===== src/rtl/blake2_pkg.sv =====
// Shared definitions for the blake2 core and its host-side feeder.
// Latency: n/a (constants and types only).
// Backpressure: n/a.
package blake2_pkg;

  // BLAKE2s block size in bytes; the core's byte index is 6 bits wide.
  localparam int BLOCK_BYTES = 64;
  localparam int IDX_W       = 6;

  // Default widths of kk/nn and ll, matching the core's W_CLOG2_P1 and BB.
  localparam int KW_DEF  = 6;
  localparam int LLW_DEF = 64;

  // Feeder sequencing: key block, key padding, message, message padding,
  // then digest capture/replay.
  typedef enum logic [2:0] {
    IDLE = 3'd0,
    KEY  = 3'd1,
    KPAD = 3'd2,
    MSG  = 3'd3,
    MPAD = 3'd4,
    RES  = 3'd5
  } feeder_state_t;

endpackage


===== src/rtl/blake2_res_buf.sv =====
// Digest capture buffer: NN_MAX x 8 registers, filled by an unthrottled burst, replayed over valid/ready.
// Latency: a written byte is visible on m_valid the cycle after its write.
// Backpressure: writes are never blocked (capped at nn); reads stall on m_ready.
module blake2_res_buf
  import blake2_pkg::*;
#(
  parameter int NN_MAX = 32,
  parameter int KW     = KW_DEF
) (
  input  logic          clk,
  input  logic          reset,
  input  logic [KW-1:0] nn,
  input  logic          wr_en,
  input  logic [7:0]    wr_data,
  output logic          m_valid,
  output logic [7:0]    m_data,
  output logic          m_last,
  input  logic          m_ready,
  output logic          done
);

  localparam int AW = (NN_MAX > 1) ? $clog2(NN_MAX) : 1;

  logic [7:0]    mem_q [NN_MAX];
  logic [KW-1:0] wr_q;
  logic [KW-1:0] rd_q;
  logic          wr_ok;
  logic          hs;

  // Read port and write qualification; writes beyond nn (or the array) are dropped.
  always_comb begin
    wr_ok   = wr_en & (wr_q < nn) & (wr_q < KW'(NN_MAX));
    m_valid = (rd_q < wr_q);
    m_data  = mem_q[rd_q[AW-1:0]];
    m_last  = m_valid & (rd_q == nn - KW'(1));
    hs      = m_valid & m_ready;
    done    = hs & m_last;
  end

  // Pointers: advance on write/handshake, both cleared once the final byte is taken.
  always_ff @(posedge clk) begin
    if (reset) begin
      wr_q <= '0;
      rd_q <= '0;
    end else if (done) begin
      wr_q <= '0;
      rd_q <= '0;
    end else begin
      if (wr_ok) wr_q <= wr_q + KW'(1);
      if (hs)    rd_q <= rd_q + KW'(1);
    end
  end

  // Storage: cleared on reset so the idle read port shows zero.
  always_ff @(posedge clk) begin
    if (reset) begin
      for (int i = 0; i < NN_MAX; i++) mem_q[i] <= '0;
    end else if (wr_ok) begin
      mem_q[wr_q[AW-1:0]] <= wr_data;
    end
  end

endmodule


===== src/rtl/blake2_feeder.sv =====
// Host-side feeder for blake2 (BLAKE2s): frames key/message bytes into zero-padded 64-byte blocks, buffers the digest.
// Latency: byte path to the core is combinational; first digest byte valid 2 cycles after the first h_v beat.
// Backpressure: stalls purely on core_ready_i upstream; digest replay stalls on m_ready_i.
// Keyed hashing is compiled in only when BLAKE2_FEEDER_KEY_EN is defined; otherwise kk is forced to 0.
module blake2_feeder
  import blake2_pkg::*;
#(
  parameter int NN_MAX = 32,
  parameter int KW     = KW_DEF,
  parameter int LLW    = LLW_DEF
) (
  input  logic             clk,
  input  logic             reset,
  input  logic             start_i,
  input  logic [KW-1:0]    kk_i,
  input  logic [KW-1:0]    nn_i,
  input  logic [LLW-1:0]   ll_i,
  output logic             busy_o,
  input  logic             s_valid_i,
  input  logic [7:0]       s_data_i,
  output logic             s_ready_o,
  input  logic             core_ready_i,
  output logic             core_data_v_o,
  output logic [IDX_W-1:0] core_data_idx_o,
  output logic [7:0]       core_data_o,
  output logic             core_block_first_o,
  output logic             core_block_last_o,
  output logic [KW-1:0]    core_kk_o,
  output logic [KW-1:0]    core_nn_o,
  output logic [LLW-1:0]   core_ll_o,
  input  logic             core_h_v_i,
  input  logic [7:0]       core_h_i,
  output logic             m_valid_o,
  output logic [7:0]       m_data_o,
  output logic             m_last_o,
  input  logic             m_ready_i
);

  feeder_state_t state_q, state_n;

  logic [KW-1:0]    kk_q;
  logic [KW-1:0]    nn_q;
  logic [LLW-1:0]   ll_q;
  logic [LLW-1:0]   core_ll_q;
  logic [LLW-1:0]   nblk_q;
  logic [LLW-1:0]   blk_cnt_q;
  logic [LLW-1:0]   cnt_q;
  logic [IDX_W-1:0] idx_q;
  logic             stale_seen_q;

  logic [KW-1:0]    kk_eff;
  logic             key_on;
  logic [LLW-1:0]   msg_blks;
  logic [LLW-1:0]   nblk_d;
  logic [LLW-1:0]   core_ll_d;

  logic             data_state;
  logic             pad_state;
  logic             feed_state;
  logic             xfer;
  logic             data_xfer;
  logic             blk_end;
  logic             key_done;
  logic             msg_done;
  logic             buf_wr;
  logic             buf_done;

`ifdef BLAKE2_FEEDER_KEY_EN
  assign kk_eff = kk_i;
`else
  logic unused_kk;
  assign kk_eff    = '0;
  assign unused_kk = ^kk_i;
`endif

  // Start-time configuration: block count and length seen by the core, including the key block.
  always_comb begin
    key_on    = (kk_eff != '0);
    msg_blks  = (ll_i == '0) ? {{(LLW-1){1'b0}}, ~key_on}
                             : (ll_i >> IDX_W) + {{(LLW-1){1'b0}}, |ll_i[IDX_W-1:0]};
    nblk_d    = msg_blks + {{(LLW-1){1'b0}}, key_on};
    core_ll_d = ll_i + (key_on ? LLW'(BLOCK_BYTES) : '0);
  end

  // State register.
  always_ff @(posedge clk) begin
    if (reset) state_q <= IDLE;
    else       state_q <= state_n;
  end

  // Next state plus the combinational byte path towards the core.
  always_comb begin
    state_n            = state_q;
    data_state         = (state_q == KEY) || (state_q == MSG);
    pad_state          = (state_q == KPAD) || (state_q == MPAD);
    feed_state         = data_state || pad_state;
    s_ready_o          = core_ready_i & data_state;
    xfer               = core_ready_i & ((s_valid_i & s_ready_o) | pad_state);
    data_xfer          = xfer & data_state;
    blk_end            = xfer & (idx_q == IDX_W'(BLOCK_BYTES - 1));
    key_done           = data_xfer & (state_q == KEY) & (cnt_q + LLW'(1) == LLW'(kk_q));
    msg_done           = data_xfer & (state_q == MSG) & (cnt_q + LLW'(1) == ll_q);
    core_data_v_o      = xfer;
    core_data_idx_o    = idx_q;
    core_data_o        = data_state ? s_data_i : 8'h00;
    core_block_first_o = feed_state & (blk_cnt_q == '0);
    core_block_last_o  = feed_state & (blk_cnt_q == nblk_q - LLW'(1));
    busy_o             = (state_q != IDLE);
    buf_wr             = (state_q == RES) & core_h_v_i & stale_seen_q;

    case (state_q)
      IDLE: begin
        if (start_i) begin
`ifdef BLAKE2_FEEDER_KEY_EN
          if (key_on)             state_n = KEY;
          else
`endif
          if (ll_i == '0)         state_n = MPAD;
          else                    state_n = MSG;
        end
      end
`ifdef BLAKE2_FEEDER_KEY_EN
      KEY: begin
        if (key_done) state_n = KPAD;
      end
      KPAD: begin
        if (blk_end) state_n = (nblk_q == LLW'(1)) ? RES : MSG;
      end
`endif
      MSG: begin
        // A final byte landing on idx 63 completes the block: no padding needed.
        if (msg_done) state_n = (idx_q == IDX_W'(BLOCK_BYTES - 1)) ? RES : MPAD;
      end
      MPAD: begin
        if (blk_end) state_n = RES;
      end
      RES: begin
        if (buf_done) state_n = IDLE;
      end
      default: state_n = IDLE;
    endcase
  end

  // Configuration latch, byte index, block and byte counters, stale-beat tracking.
  always_ff @(posedge clk) begin
    if (reset) begin
      kk_q         <= '0;
      nn_q         <= '0;
      ll_q         <= '0;
      core_ll_q    <= '0;
      nblk_q       <= '0;
      blk_cnt_q    <= '0;
      cnt_q        <= '0;
      idx_q        <= '0;
      stale_seen_q <= 1'b0;
    end else if ((state_q == IDLE) && start_i) begin
      kk_q         <= kk_eff;
      nn_q         <= nn_i;
      ll_q         <= ll_i;
      core_ll_q    <= core_ll_d;
      nblk_q       <= nblk_d;
      blk_cnt_q    <= '0;
      cnt_q        <= '0;
      idx_q        <= '0;
      stale_seen_q <= 1'b0;
    end else begin
      if (xfer) begin
        idx_q <= idx_q + IDX_W'(1);
        if (idx_q == IDX_W'(BLOCK_BYTES - 1)) blk_cnt_q <= blk_cnt_q + LLW'(1);
      end
      // The same counter tracks key bytes, then message bytes.
      if (key_done)       cnt_q <= '0;
      else if (data_xfer) cnt_q <= cnt_q + LLW'(1);
      // The core raises h_v one cycle early; the first beat of the burst is discarded.
      if ((state_q == RES) && core_h_v_i) stale_seen_q <= 1'b1;
    end
  end

  assign core_kk_o = kk_q;
  assign core_nn_o = nn_q;
  assign core_ll_o = core_ll_q;

  blake2_res_buf #(
    .NN_MAX (NN_MAX),
    .KW     (KW)
  ) u_res_buf (
    .clk     (clk),
    .reset   (reset),
    .nn      (nn_q),
    .wr_en   (buf_wr),
    .wr_data (core_h_i),
    .m_valid (m_valid_o),
    .m_data  (m_data_o),
    .m_last  (m_last_o),
    .m_ready (m_ready_i),
    .done    (buf_done)
  );

endmodule


===== config.mk =====
export PLATFORM = sky130hd
export DESIGN_NAME = blake2_feeder
export DESIGN_NICKNAME = d
export VERILOG_FILES = /design/src/rtl/blake2_pkg.sv /design/src/rtl/blake2_res_buf.sv /design/src/rtl/blake2_feeder.sv
export SDC_FILE = /design/constraint.sdc
export NUM_CORES = 1
export LEC_CHECK = 0
export BUFFER_PORTS_ARGS = -buffer_cell sky130_fd_sc_hd__buf_2
export CAP_MARGIN = 5
export CORE_MARGIN = 2
export CORE_UTILIZATION = 30
export CTS_BUF_LIST = sky130_fd_sc_hd__clkbuf_8
export DETAILED_ROUTE_END_ITERATION = 8
export GPL_TIMING_DRIVEN = 0
export PLACE_DENSITY = 0.45
export SLEW_MARGIN = 15
export SYNTH_ARGS = -nofsm -noshare
export SYNTH_HDL_FRONTEND = slang
export SYNTH_SLANG_ARGS = --single-unit

===== constraint.sdc =====
create_clock -name clk -period 7.3 [get_ports clk]
set_clock_uncertainty 0.2 [all_clocks]
set_input_delay 1.46 -clock clk [delete_from_list [all_inputs] [get_ports clk]]
set_output_delay 1.46 -clock clk [all_outputs]
set_load 0.05 [all_outputs]

; ---- Yosys cells after proc, flatten, opt, wreduce, memory -nomap -nowiden
; Memory sizes are Yosys's and may differ from the RTL's. A register that Yosys moved wholly into a read port is not among the register bits.
; Cells that the tools add are included.
[totals]
word_cells = 90
out_inout_bits = 105
mem_bits_rw = 256
inputBits = 99
regBits = 284
n_memories = 1
[memory_table]
columns = memory, words, width, rd, rd_ports_with_merged_regs, write_ports, line
row1 = u_res_buf.mem_q, 32, 8, 1, 1, 32, blake2_res_buf.sv:24  ; logic [7:0] mem_q [NN_MAX];
[op_classes]
muxes = 19
addsub = 8
bitwise = 19
eq_ne = 13
magnitude_cmp = 3
n_reduce_logical = 17
[op_table]
columns = cell, count
row1 = $logic_not A64 Y1, 3
row2 = $add A64 B1 Y64 const B, 2
row3 = $eq A64 B64 Y1, 2
row4 = $sub A64 B1 Y64 const B, 1
row5 = $add A58 B1 Y59, 1
row6 = $mux W59, 1
row7 = $add A6 B1 Y6 const B, 3
row8 = $and A1 B1 Y1, 18
row9 = $mux W8, 2
row10 = $mux W3, 5
row11 = $mux W5, 3
row12 = $lt A6 B6 Y1, 2
row13 = $pmux W3 S4, 1
row14 = $ne A2 B2 Y1 const B, 4
row15 = $reduce_or A8 Y1, 1
row16 = $mux W1, 7
row17 = $eq A3 B2 Y1 const B, 2
row18 = $eq A3 B3 Y1 const B, 2
row19 = $eq A6 B6 Y1, 1
row20 = $eq A6 B6 Y1 const B, 1
row21 = $lt A6 B6 Y1 const B, 1
row22 = $reduce_or A6 Y1, 1
row23 = $sub A6 B1 Y6 const B, 1
row24 = $reduce_and A4 Y1, 1
row25 = 9 further kinds, 13

; ---- Logic depth before layout (Yosys ltp)
; Gate-level depths: netlist of the first run.
[logic_depth]
word_depth = 11
depth_mapped = 13
ltp_nobuf = 12

; ---- Cells and area by module
; A second synthesis of the first run with hierarchy kept.
[hier_totals]
cells_unflattened = 3188
hier_area_um2 = 29630.9
[modules_own_cells]
columns = module, instances, seq_area_each_um2, area_per_inst_um2, cells_per_inst
row1 = blake2_feeder, 1, 5345.1, 17143.9, 2301
row2 = blake2_res_buf, 1, 8027.7, 12487.0, 887

; ---- Least setup slack after synthesis of the first run
; Ideal clock, no wire load.
[synth_timing]
kind = register -> output
start = reg nblk_q[11]
end = out core_block_last_o
path_buffers = 2
arrival_ps = 3964
required_time_ps = 5640
path_slack_ps = 1676
path_stages_with_launch = 11
cell_sequence = dfxtp_1 buf_6 or4_1 buf_2 nor4b_4 nand4_2 or3_4 or4b_1 a2111oi_2 o2111ai_1 nor4b_2
[synth_via]
elab_chain_cells = 3
[synth_lines]
columns = item, line
row1 = from (decl), blake2_feeder.sv:45  ; logic [LLW-1:0] nblk_q;
row2 = from (signal assigned), blake2_feeder.sv:161  ; nblk_q <= nblk_d;
row3 = $sub A64 B1 Y64, blake2_feeder.sv:107  ; core_block_last_o = feed_state & (blk_cnt_q == nblk_q - LLW'(1));
row4 = $eq A64 B64 Y1, blake2_feeder.sv:107
row5 = $and A1 B1 Y1, blake2_feeder.sv:107
row6 = to (decl), blake2_feeder.sv:27  ; output logic core_block_last_o,
; Every way passes these cells.

; ---- Worst setup path in the final report of the first run
[layout_timing]
start = reg nblk_q[2]
end = out core_block_last_o
; The elaborated chain is that of the path after synthesis.

==> results of run 1 <==
-- sequential cells by signal, summed over array words and instances (netlist names), named ones only --
name / flops
blk_cnt_q: 64
cnt_q: 64
core_data_idx_o: 6
core_ll_o: 64
core_nn_o: 6
nblk_q: 59
stale_seen_q: 1
state_q: 3
u_res_buf.mem_q: 256
u_res_buf.rd_q: 6
u_res_buf.wr_q: 6
-- cell usage after synthesis (14+ instances only) --
| cell type | instances | area (um^2) |
|---|---|---|
| nand2_1 | 335 | 1257 |
| a21oi_1 | 132 | 660.6 |
| or4_1 | 24 | 180.2 |
| a31oi_1 | 17 | 106.4 |
| or3_1 | 40 | 250.2 |
| nor4_1 | 88 | 550.5 |
| nor2_1 | 268 | 1006 |
| buf_1 | 21 | 78.83 |
| o21ai_0 | 140 | 700.7 |
| nor3_1 | 75 | 375.4 |
| and3_1 | 46 | 287.8 |
| mux4_2 | 80 | 1802 |
| nand4_1 | 85 | 531.8 |
| nand3_1 | 133 | 665.6 |
| xnor2_1 | 182 | 1594 |
| clkbuf_1 | 171 | 641.9 |
| dfxtp_1 | 284 | 5685 |
| xor2_1 | 160 | 1401 |
| buf_2 | 16 | 80.08 |
| and2_1 | 285 | 1783 |
| inv_1 | 44 | 165.2 |
| mux2_2 | 14 | 157.7 |
| nand2b_1 | 23 | 143.9 |
| edfxtp_1 | 256 | 7687 |
| and4_1 | 36 | 315.3 |
| ha_1 | 23 | 287.8 |
-- how the worst min path moves through the flow --
| stage | endpoint | cells after the start | from | slack (ns) |
|---|---|---|---|---|
| finish | stale_seen_q$_SDFFE_PP0P_ | 2 | stale_seen_q$_SDFFE_PP0P_ | 0.27 |
| global route | nblk_q[14]$_SDFFE_PP0P_ | 2 | nblk_q[14]$_SDFFE_PP0P_ | 0.31 |
| CTS | stale_seen_q$_SDFFE_PP0P_ | 2 | stale_seen_q$_SDFFE_PP0P_ | 0.28 |
| detailed placement | stale_seen_q$_SDFFE_PP0P_ | 2 | stale_seen_q$_SDFFE_PP0P_ | 0.27 |
| global placement | stale_seen_q$_SDFFE_PP0P_ | 2 | stale_seen_q$_SDFFE_PP0P_ | 0.26 |
| floorplan | stale_seen_q$_SDFFE_PP0P_ | 2 | stale_seen_q$_SDFFE_PP0P_ | 0.24 |
-- per-layer routing --
| metal | part of all wire, % | wire length (um) |
|---|---|---|
| met4 | 4.1 | 4609 |
| met3 | 4.7 | 5260 |
| met5 | 0.012 | 13 |
| met2 | 47 | 52880 |
| met1 | 44 | 48600 |
-- area by class of cell --
| cell class | instances | area [um^2] |
|---|---|---|
| fill | 10430 | 65120 |
| multi-input combinational | 2368 | 15780 |
| sequential | 540 | 13370 |
| tap | 1298 | 1624 |
| clock buffer | 112 | 1541 |
| timing repair buffer | 190 | 953.4 |
| buffer | 216 | 864.6 |
| clock inverter | 70 | 421.7 |
| inverter | 44 | 165.2 |
| antenna | 6 | 15.01 |
-- cells by family (layout without fill, tap and decap cells) --
group | after synthesis | in the layout | share of synthesized area [%]
compound gates | 376 | 376 | 7.316
xor+xnor | 352 | 352 | 10.70
fa+ha+maj | 23 | 23 | 0.9550
buf+inv | 260 | 632 | 3.409
flops | 540 | 540 | 44.38
mux | 103 | 103 | 6.801
other cells | 1 | 12 | 0.01244
simple gates | 1508 | 1508 | 26.44
-- report_power, final --
group	switching, W	total (W)	internal, W
sequential	0.000285	0.00368	0.00340
clock	0.00142	0.00291	0.00150
combinational	0.00180	0.00259	0.000795
total	0.00350	0.00919	0.00569
-- worst register-to-register path: cells and delay by family (launching register included) --
kind                     cells  cell delay [ns]
adder cells (fa/ha/maj)      1             0.34
AND/OR/NAND/NOR              6             3.49
XOR/XNOR                     1             0.22
AO/OA/AOI/OAI                2             0.69
flip-flops                   1             0.51
-- per-stage QoR --
step           util [%]  power [W]  hold WS [ns]  cells  area [um^2]
3_3_place_gp      32.77   0.006330        0.2583   4654        32720
5_1_grt           34.79   0.009634        0.3053   4844        34740
4_1_cts           34.77   0.009296        0.2820   4838        34720
6_report          34.79   0.009191        0.2735   4844        34740
2_1_floorplan         -   0.005406        0.2399   3168        30150
3_5_place_dp      32.80   0.006336        0.2668   4656        32750
==> impl_metrics.yaml, run 1 <==
critical_path:
  cp_num_cells: 11
  crit_family: "simple AND/OR/NAND/NOR gates"
  rr_worst_depth: 10
  crit_start: "nblk_q[2]$_SDFFE_PP0P_"
  cp_data_arrival_time_ns: 5.35
  cp-endpoint: "core_block_last_o"
  r2r_setup_slack_ns: 1.69
  crit_type: "flop to primary output"
  cp_slowest_cell: "nor4_1"
  path_buf_inv: 2
  start_kind: "flop"
  reg2reg_to: "state_q[1]$_SDFFE_PP0P_"
  max_stage_delay_ns: 0.67
  crit_required_ns: 5.64
  crit_chain: "clkbuf_1, or4_1, nor4_1, nand4_1, nor3_2, xnor2_1, nand3_1, nor4_1, nand4_1, nor4b_2, buf_2"
  timing.rr.start: "cnt_q[1]$_SDFFE_PP0P_"
  cp-end-kind: "primary output"
  crit_fanout: 9
logic_synthesis:
  synthDistinctLibCells: 83
  synth_edf_count: 256
  synth.avg_cell_area_um2: 9.527
  syn_area_um2: 30140
  synth_seq_cells: 540
  synth_warnings: 0
  synthCells: 3163
  synth_top_flop_cell: "dfxtp_1"
  async_reset_ff_share_pct: 0
  seq_area_frac_synth_pct: 44.38
timing:
  rsz0062_at_grt: "false"
  setup_viol: 0
  relSlewSlack_pct: 14.96
  fin_setup_tns_ns: 0
  finalHoldViolations: 0
  post-route-period-util_pct: 96.05
  drv_slew: 0
  fmax_mhz: 142.6
  timing.final.ws_setup_ns: 0.2882
  period_needed_ns: 7.012
  tightest_slew_ns: 1.264
drt:
  wl_um: 111400
  num_vias: 24880
  drc: 0
  vias_per_cell: 5.135
  first_pass_iters: 5
  wl_per_cell_um: 22.99
  final_antenna_net_count: 0
  drt-initial-drc-count: 1894
min_path:
  hold_path_class: "flop to flop"
power:
  power.leakage_nw: 12.25
  peakVddDrop_uv: 187.3
  p_per_area_nw_per_um2: 264.6
global_routing:
  grt.busiest_layer: "met2"
  met1_usage_pct: 27.86
  use_met2_pct: 35.34
  first_global_vias: 24280
  grt_antenna_before_repair: 13
  grt_max_degree: 18
  grtUsageTotal_pct: 21.33
  gr-total-overflow: 0
  grt_first_pass_wirelength_um: 163600
  gr-usage-met3_pct: 3.085
cts:
  cts_buffers: 101
  ctsHoldBuffers: 0
  cts_tree: "done"
  cts.sinks: 540
  cts_root_buf: "clkbuf_8"
  clockBufferDepth: 3
  clock_latency_ns: 0.79
  cts_max_level: 3
  cts_resized: 1
  post_cts_buffers: 0
  clk_pin_slew_ns: 0.06
floorplanning:
  io_pins: 204
  coreArea_um2: 99860
  fp.dieH_um: 320.9
  die_w_um: 320.9
  rows: 116
  start_util_pct: 30.18
  dieArea_um2: 103000
run:
  drv_cap: 0
finish:
  final_common_cell: "nand2_1"
  area_delta_synth_final_pct: 15.27
  nets: 3583
  mostFrequentLayoutCells: "nand2_1 (335), and2_1 (285), dfxtp_1 (284)"
  drive_gt1_share_pct: 13.45
place:
  gp_congestion: 0.9542
  pre_cts_ws_ns: 0.8203
  dp_hpwl_um: 85760
  portBuffers: 188
run_status:
  status: "completed"
(Power assumes the default switching activity.)
==> run 2, diff against run 1 <==
--- a/config.mk
+++ b/config.mk
@@ -9,3 +9,3 @@
 export CAP_MARGIN = 5
-export CORE_MARGIN = 2
+export CORE_MARGIN = 3
 export CORE_UTILIZATION = 30
==> constraint.sdc (replaced) <==
create_clock -name clk -period 7.3 [get_ports clk]
set_clock_uncertainty 0.2 [all_clocks]
set_input_delay 0.73 -clock clk [delete_from_list [all_inputs] [get_ports clk]]
set_output_delay 0.73 -clock clk [all_outputs]
set_load 0.05 [all_outputs]
==> run 2 against run 1 <==
Against the previous run: flip-flop and latch count unchanged; die area up 1.3%; non-clock buffer count up 20.
==> impl_metrics.yaml, run 2 (synthesis gave the netlist of run 1 again) <==
critical_path:
  crit_family: "simple AND/OR/NAND/NOR gates"
  crit_required_ns: 6.37
  cp_data_arrival_time_ns: 5.57
  path_buf_inv: 2
  max_stage_delay_ns: 0.76
  cp-end-kind: "primary output"
  start_kind: "flop"
  crit_fanout: 9
  crit_type: "flop to primary output"
  cp_slowest_cell: "nor3_1"
  crit_chain: "clkbuf_1, or4_1, nor4_1, nand4_1, nor3_1, xnor2_1, nand3_1, nor4_1, nand4_1, nor4b_2, buf_2"
timing:
  timing.final.ws_setup_ns: 0.7971
  hold_ws_ns: 0.06212
  tightest_slew_ns: 1.279
  drv_slew: 0
  setup_viol: 0
  finalHoldViolations: 0
  fin_setup_tns_ns: 0
  relSlewSlack_pct: 14.05
  post-route-period-util_pct: 89.08
  fmax_mhz: 153.8
  period_needed_ns: 6.503
  rsz0062_at_grt: "false"
finish:
  design_area_um2: 34970
  seqCellArea_um2: 13370
  largest_reg_flops: 256
  nets: 3605
  drive_gt1_share_pct: 13.45
  multi_input_area_um2: 15780
  n_fill_cell: 10320
  final_common_cell: "nand2_1"
  area_delta_synth_final_pct: 16.05
  top_register: "u_res_buf.mem_q"
  mostFrequentLayoutCells: "nand2_1 (335), and2_1 (285), dfxtp_1 (284)"
power:
  p_per_area_nw_per_um2: 264.2
  peakVddDrop_uv: 146.2
  p_clk_share_pct: 32.3
  power.leakage_nw: 12.36
  p_sw_share_pct: 37.58
  power_switching_w: 0.003472
  pwr-share-seq_pct: 40.0
  internal_power_w: 0.005767
  comb_power_share_pct: 27.7
drt:
  num_vias: 24960
  vias_per_cell: 5.140
  wl_um: 111200
  drt-initial-drc-count: 1869
  wl_per_cell_um: 22.89
  final_antenna_net_count: 0
  drc: 0
  first_pass_iters: 6
cts:
  clk_pin_slew_ns: 0.06
  clock_latency_ns: 0.78
  cts_root_buf: "clkbuf_8"
  cts.sinks: 540
  cts_tree: "done"
  cts_max_level: 3
  clockBufferDepth: 3
  cts_resized: 0
  cts_buffers: 103
floorplanning:
  rows: 115
  dieArea_um2: 104300
  io_pins: 204
  fp.dieH_um: 322.9
  start_util_pct: 30.44
  coreArea_um2: 98990
  die_w_um: 322.9
place:
  portBuffers: 188
  place_area_um2: 32790
  gp_congestion: 0.9707
  pre_cts_ws_ns: 1.593
  dp_hpwl_um: 85460
global_routing:
  grt_first_pass_wirelength_um: 163000
  grt_antenna_before_repair: 6
  grt_max_degree: 18
  grtUsageTotal_pct: 20.94
  gr-total-overflow: 0
  first_global_vias: 24430
run_status:
  status: "completed"
run:
  drv_cap: 0
min_path:
  hold_path_class: "input port to flop"
==> run 2: layout make-up <==
cell class              instances  share of cell area [%]
well taps                    1287                   4.604
clock inverters                65                   1.098
inverters                      44                  0.4723
repair buffers                210                   3.263
multi-input cells            2368                   45.12
flip-flops and latches        540                   38.24
diodes                          7                 0.05009
plain buffers                 216                   2.472
clock buffers                 119                   4.683
==> run 2: final timing paths <==
kind,startpoint,endpoint,slack [ns],cells past startpoint
hold reg to reg,stale_seen_q$_SDFFE_PP0P_,stale_seen_q$_SDFFE_PP0P_,0.28,2
hold / removal,ll_i[34],core_ll_o[34]$_SDFFE_PP0P_,0.06,3
setup reg to reg,cnt_q[1]$_SDFFE_PP0P_,state_q[1]$_SDFFE_PP0P_,1.64,10
setup / recovery,nblk_q[2]$_SDFFE_PP0P_,core_block_last_o,0.80,11
==> run 2: stage by stage <==
step | utilization [%] | cells | power [W]
6_report | 35.33 | 4856 | 0.009239
5_1_grt | 35.32 | 4854 | 0.009693
4_1_cts | 35.30 | 4849 | 0.009350
3_5_place_dp | 33.12 | 4651 | 0.006315
3_3_place_gp | 33.04 | 4643 | 0.006312
2_1_floorplan | - | 3168 | 0.005406
==> run 2: worst reg2reg max path: stages, from the launching register on <==
cell and delay (ns):
dfxtp_1 0.48, ha_1 0.34, nand3_1 0.36, nor3_1 1.13, nand2_1 0.63, nor3_1 0.60, xnor2_1 0.16, a2111oi_0 0.46
nand4_1 0.19, nor4_2 0.77, o21ai_0 0.19
==> run 2: timing repair <==
item                      CTS  global route
hold buffers               14             0
setup buffers               0             0
hold endpoints to repair   14             0
==> run 2: metal layers <==
metal | share of wire (%) | global-route usage [%]
met5 | 0 | 0
met4 | 4.1 | 8.427
met3 | 5.1 | 3.291
met2 | 47 | 34.65
met1 | 44 | 27.40
==> run 2: power groups by stage <==
stage | sequential (W) | combinational, W | clock [W]
3_5_place_dp | 0.00375 | 0.00257 | 0
4_1_cts | 0.00369 | 0.00258 | 0.00308
6_report | 0.00369 | 0.00256 | 0.00299
5_1_grt | 0.00372 | 0.00277 | 0.00320
3_3_place_gp | 0.00375 | 0.00256 | 0
2_1_floorplan | 0.00393 | 0.00148 | 0
==> run 3, diff against run 2 <==
==> constraint.sdc (replaced) <==
create_clock -name clk -period 7.3 [get_ports clk]
set_clock_uncertainty 0.2 [all_clocks]
set_input_delay 0.365 -clock clk [delete_from_list [all_inputs] [get_ports clk]]
set_output_delay 0.365 -clock clk [all_outputs]
set_load 0.05 [all_outputs]
==> run 3 against run 2 <==
Against the previous run: cell count is 1.4% higher; critical path depth stayed put; global-route usage rose by 0.13 points; register-to-register slack improved by 0.09 ns; via count grew 1.3%; flip-flop and latch count is the same; die area did not move; power is 0.34% higher; critical path type unchanged; critical endpoint unchanged; largest power group unchanged.
==> impl_metrics.yaml, run 3 (synthesis gave the netlist of run 1 again) <==
timing:
  fin_setup_tns_ns: 0
  setup_viol: 0
  hold_ws_ns: 0.09953
  tightest_slew_ns: 1.224
  drv_slew: 0
  fmax_mhz: 162.5
  post-route-period-util_pct: 84.30
  finalHoldViolations: 0
  relSlewSlack_pct: 17.80
  period_needed_ns: 6.154
  rsz0062_at_grt: "false"
critical_path:
  rr_worst_depth: 10
  crit_fanout: 9
  start_kind: "flop"
  reg2reg_to: "state_q[1]$_SDFFE_PP0P_"
  crit_required_ns: 6.73
  cp-end-kind: "primary output"
  cp_data_arrival_time_ns: 5.59
  timing.rr.start: "cnt_q[1]$_SDFFE_PP0P_"
  crit_type: "flop to primary output"
  r2r_setup_slack_ns: 1.73
drt:
  final_antenna_net_count: 0
  wl_um: 111800
  vias_per_cell: 5.134
  drt-initial-drc-count: 1963
  first_pass_iters: 6
  drc: 0
  wl_per_cell_um: 22.69
  num_vias: 25290
cts:
  cts_resized: 0
  cts_max_level: 3
  cts.sinks: 540
  clk_pin_slew_ns: 0.06
  clockBufferDepth: 3
  cts_buffers: 103
  clock_latency_ns: 0.77
  cts_tree: "done"
  cts_root_buf: "clkbuf_8"
min_path:
  whs_endpoint: "core_ll_o[8]$_SDFFE_PP0P_"
  min-delay-start: "ll_i[8]"
  min_path_cells: 3
  hold_path_class: "input port to flop"
place:
  gp_congestion: 0.9707
  portBuffers: 188
  dp_hpwl_um: 85460
finish:
  seqCellArea_um2: 13370
  area_delta_synth_final_pct: 18.40
  drive_gt1_share_pct: 13.18
  largest_reg_flops: 256
  nets: 3676
  fin_util_pct: 36.04
  top_register: "u_res_buf.mem_q"
  multi_input_area_um2: 15780
  n_fill_cell: 10280
  final_common_cell: "nand2_1"
  mostFrequentLayoutCells: "nand2_1 (335), and2_1 (285), dfxtp_1 (284)"
power:
  p_sw_share_pct: 37.50
  p_clk_share_pct: 32.2
  internal_power_w: 0.005794
  power_switching_w: 0.003476
  power.leakage_nw: 12.66
  finalPower_w: 0.009270
  p_per_area_nw_per_um2: 259.8
  comb_power_share_pct: 28.0
  peakVddDrop_uv: 144.1
  pwr-share-seq_pct: 39.8
floorplanning:
  rows: 115
  die_w_um: 322.9
  start_util_pct: 30.44
  fp.dieH_um: 322.9
  coreArea_um2: 98990
  io_pins: 204
  dieArea_um2: 104300
global_routing:
  first_global_vias: 24780
  grt_max_degree: 18
  gr-total-overflow: 0
  grt_antenna_before_repair: 5
  grtUsageTotal_pct: 21.08
  grt_first_pass_wirelength_um: 164200
run:
  drv_cap: 0
run_status:
  status: "completed"
run 3: changes by cell type in the layout (fill, tap and decap cells not counted), sizes merged:
cell,delta
dlygate4sd3,+71
diode,-1
run 3: worst max path at each step:
stage	cells after the start	endpoint	slack (ns)	startpoint
floorplan	10	core_block_last_o	2.77	nblk_q[11]$_SDFFE_PP0P_
global placement	11	state_q[1]$_SDFFE_PP0P_	1.46	cnt_q[1]$_SDFFE_PP0P_
detailed placement	11	state_q[1]$_SDFFE_PP0P_	1.78	cnt_q[21]$_SDFFE_PP0P_
CTS	11	core_block_last_o	1.06	nblk_q[2]$_SDFFE_PP0P_
global route	11	core_block_last_o	0.86	nblk_q[2]$_SDFFE_PP0P_
finish	11	core_block_last_o	1.15	nblk_q[2]$_SDFFE_PP0P_
run 3: metal layers:
metal	global-route usage [%]	part of all wire [%]
met1	27.53	43
met2	34.71	47
met3	3.222	5.4
met4	9.085	4.4
met5	0	0
run 3: repair_timing:
action | CTS | global route
endpoints found under the hold margin | 155 | 0
hold buffers | 85 | 0
buffers inserted | 0 | 0
run 3: layout make-up:
class                   instances  area share, %
diodes                          6        0.04208
plain buffers                 216          2.423
clock buffers                 119          4.590
clock inverters                65          1.077
inverters                      44         0.4629
multi-input cells            2368          44.22
flip-flops and latches        540          37.48
well taps                    1287          4.513
repair buffers                281          5.190
run 3: power by group through the flow:
stage,Clock (W),Sequential [W],Combinational [W]
2_1_floorplan,0,0.00393,0.00148
3_3_place_gp,0,0.00375,0.00256
3_5_place_dp,0,0.00375,0.00257
4_1_cts,0.00308,0.00369,0.00261
5_1_grt,0.00320,0.00372,0.00281
6_report,0.00298,0.00369,0.00260
run 3: worst max-delay path, cell delays in order, from the launching register on:
cell,delay [ns]
dfxtp_1,0.29
clkbuf_1,0.20
or4_1,0.67
nor4_1,0.69
nand4_1,0.56
nor3_1,0.75
xnor2_1,0.21
nand3_1,0.10
nor4_1,0.42
nand4_1,0.17
nor4b_2,0.40
buf_2,0.34
run 3: metrics by stage:
stage	worst slack (ns)	std cells	instance area, um^2
CTS	1.065	4920	35660
global placement	1.455	4643	32710
finish	1.146	4926	35680
global route	0.8566	4925	35680
floorplan	2.771	3168	30150
detailed placement	1.778	4651	32790
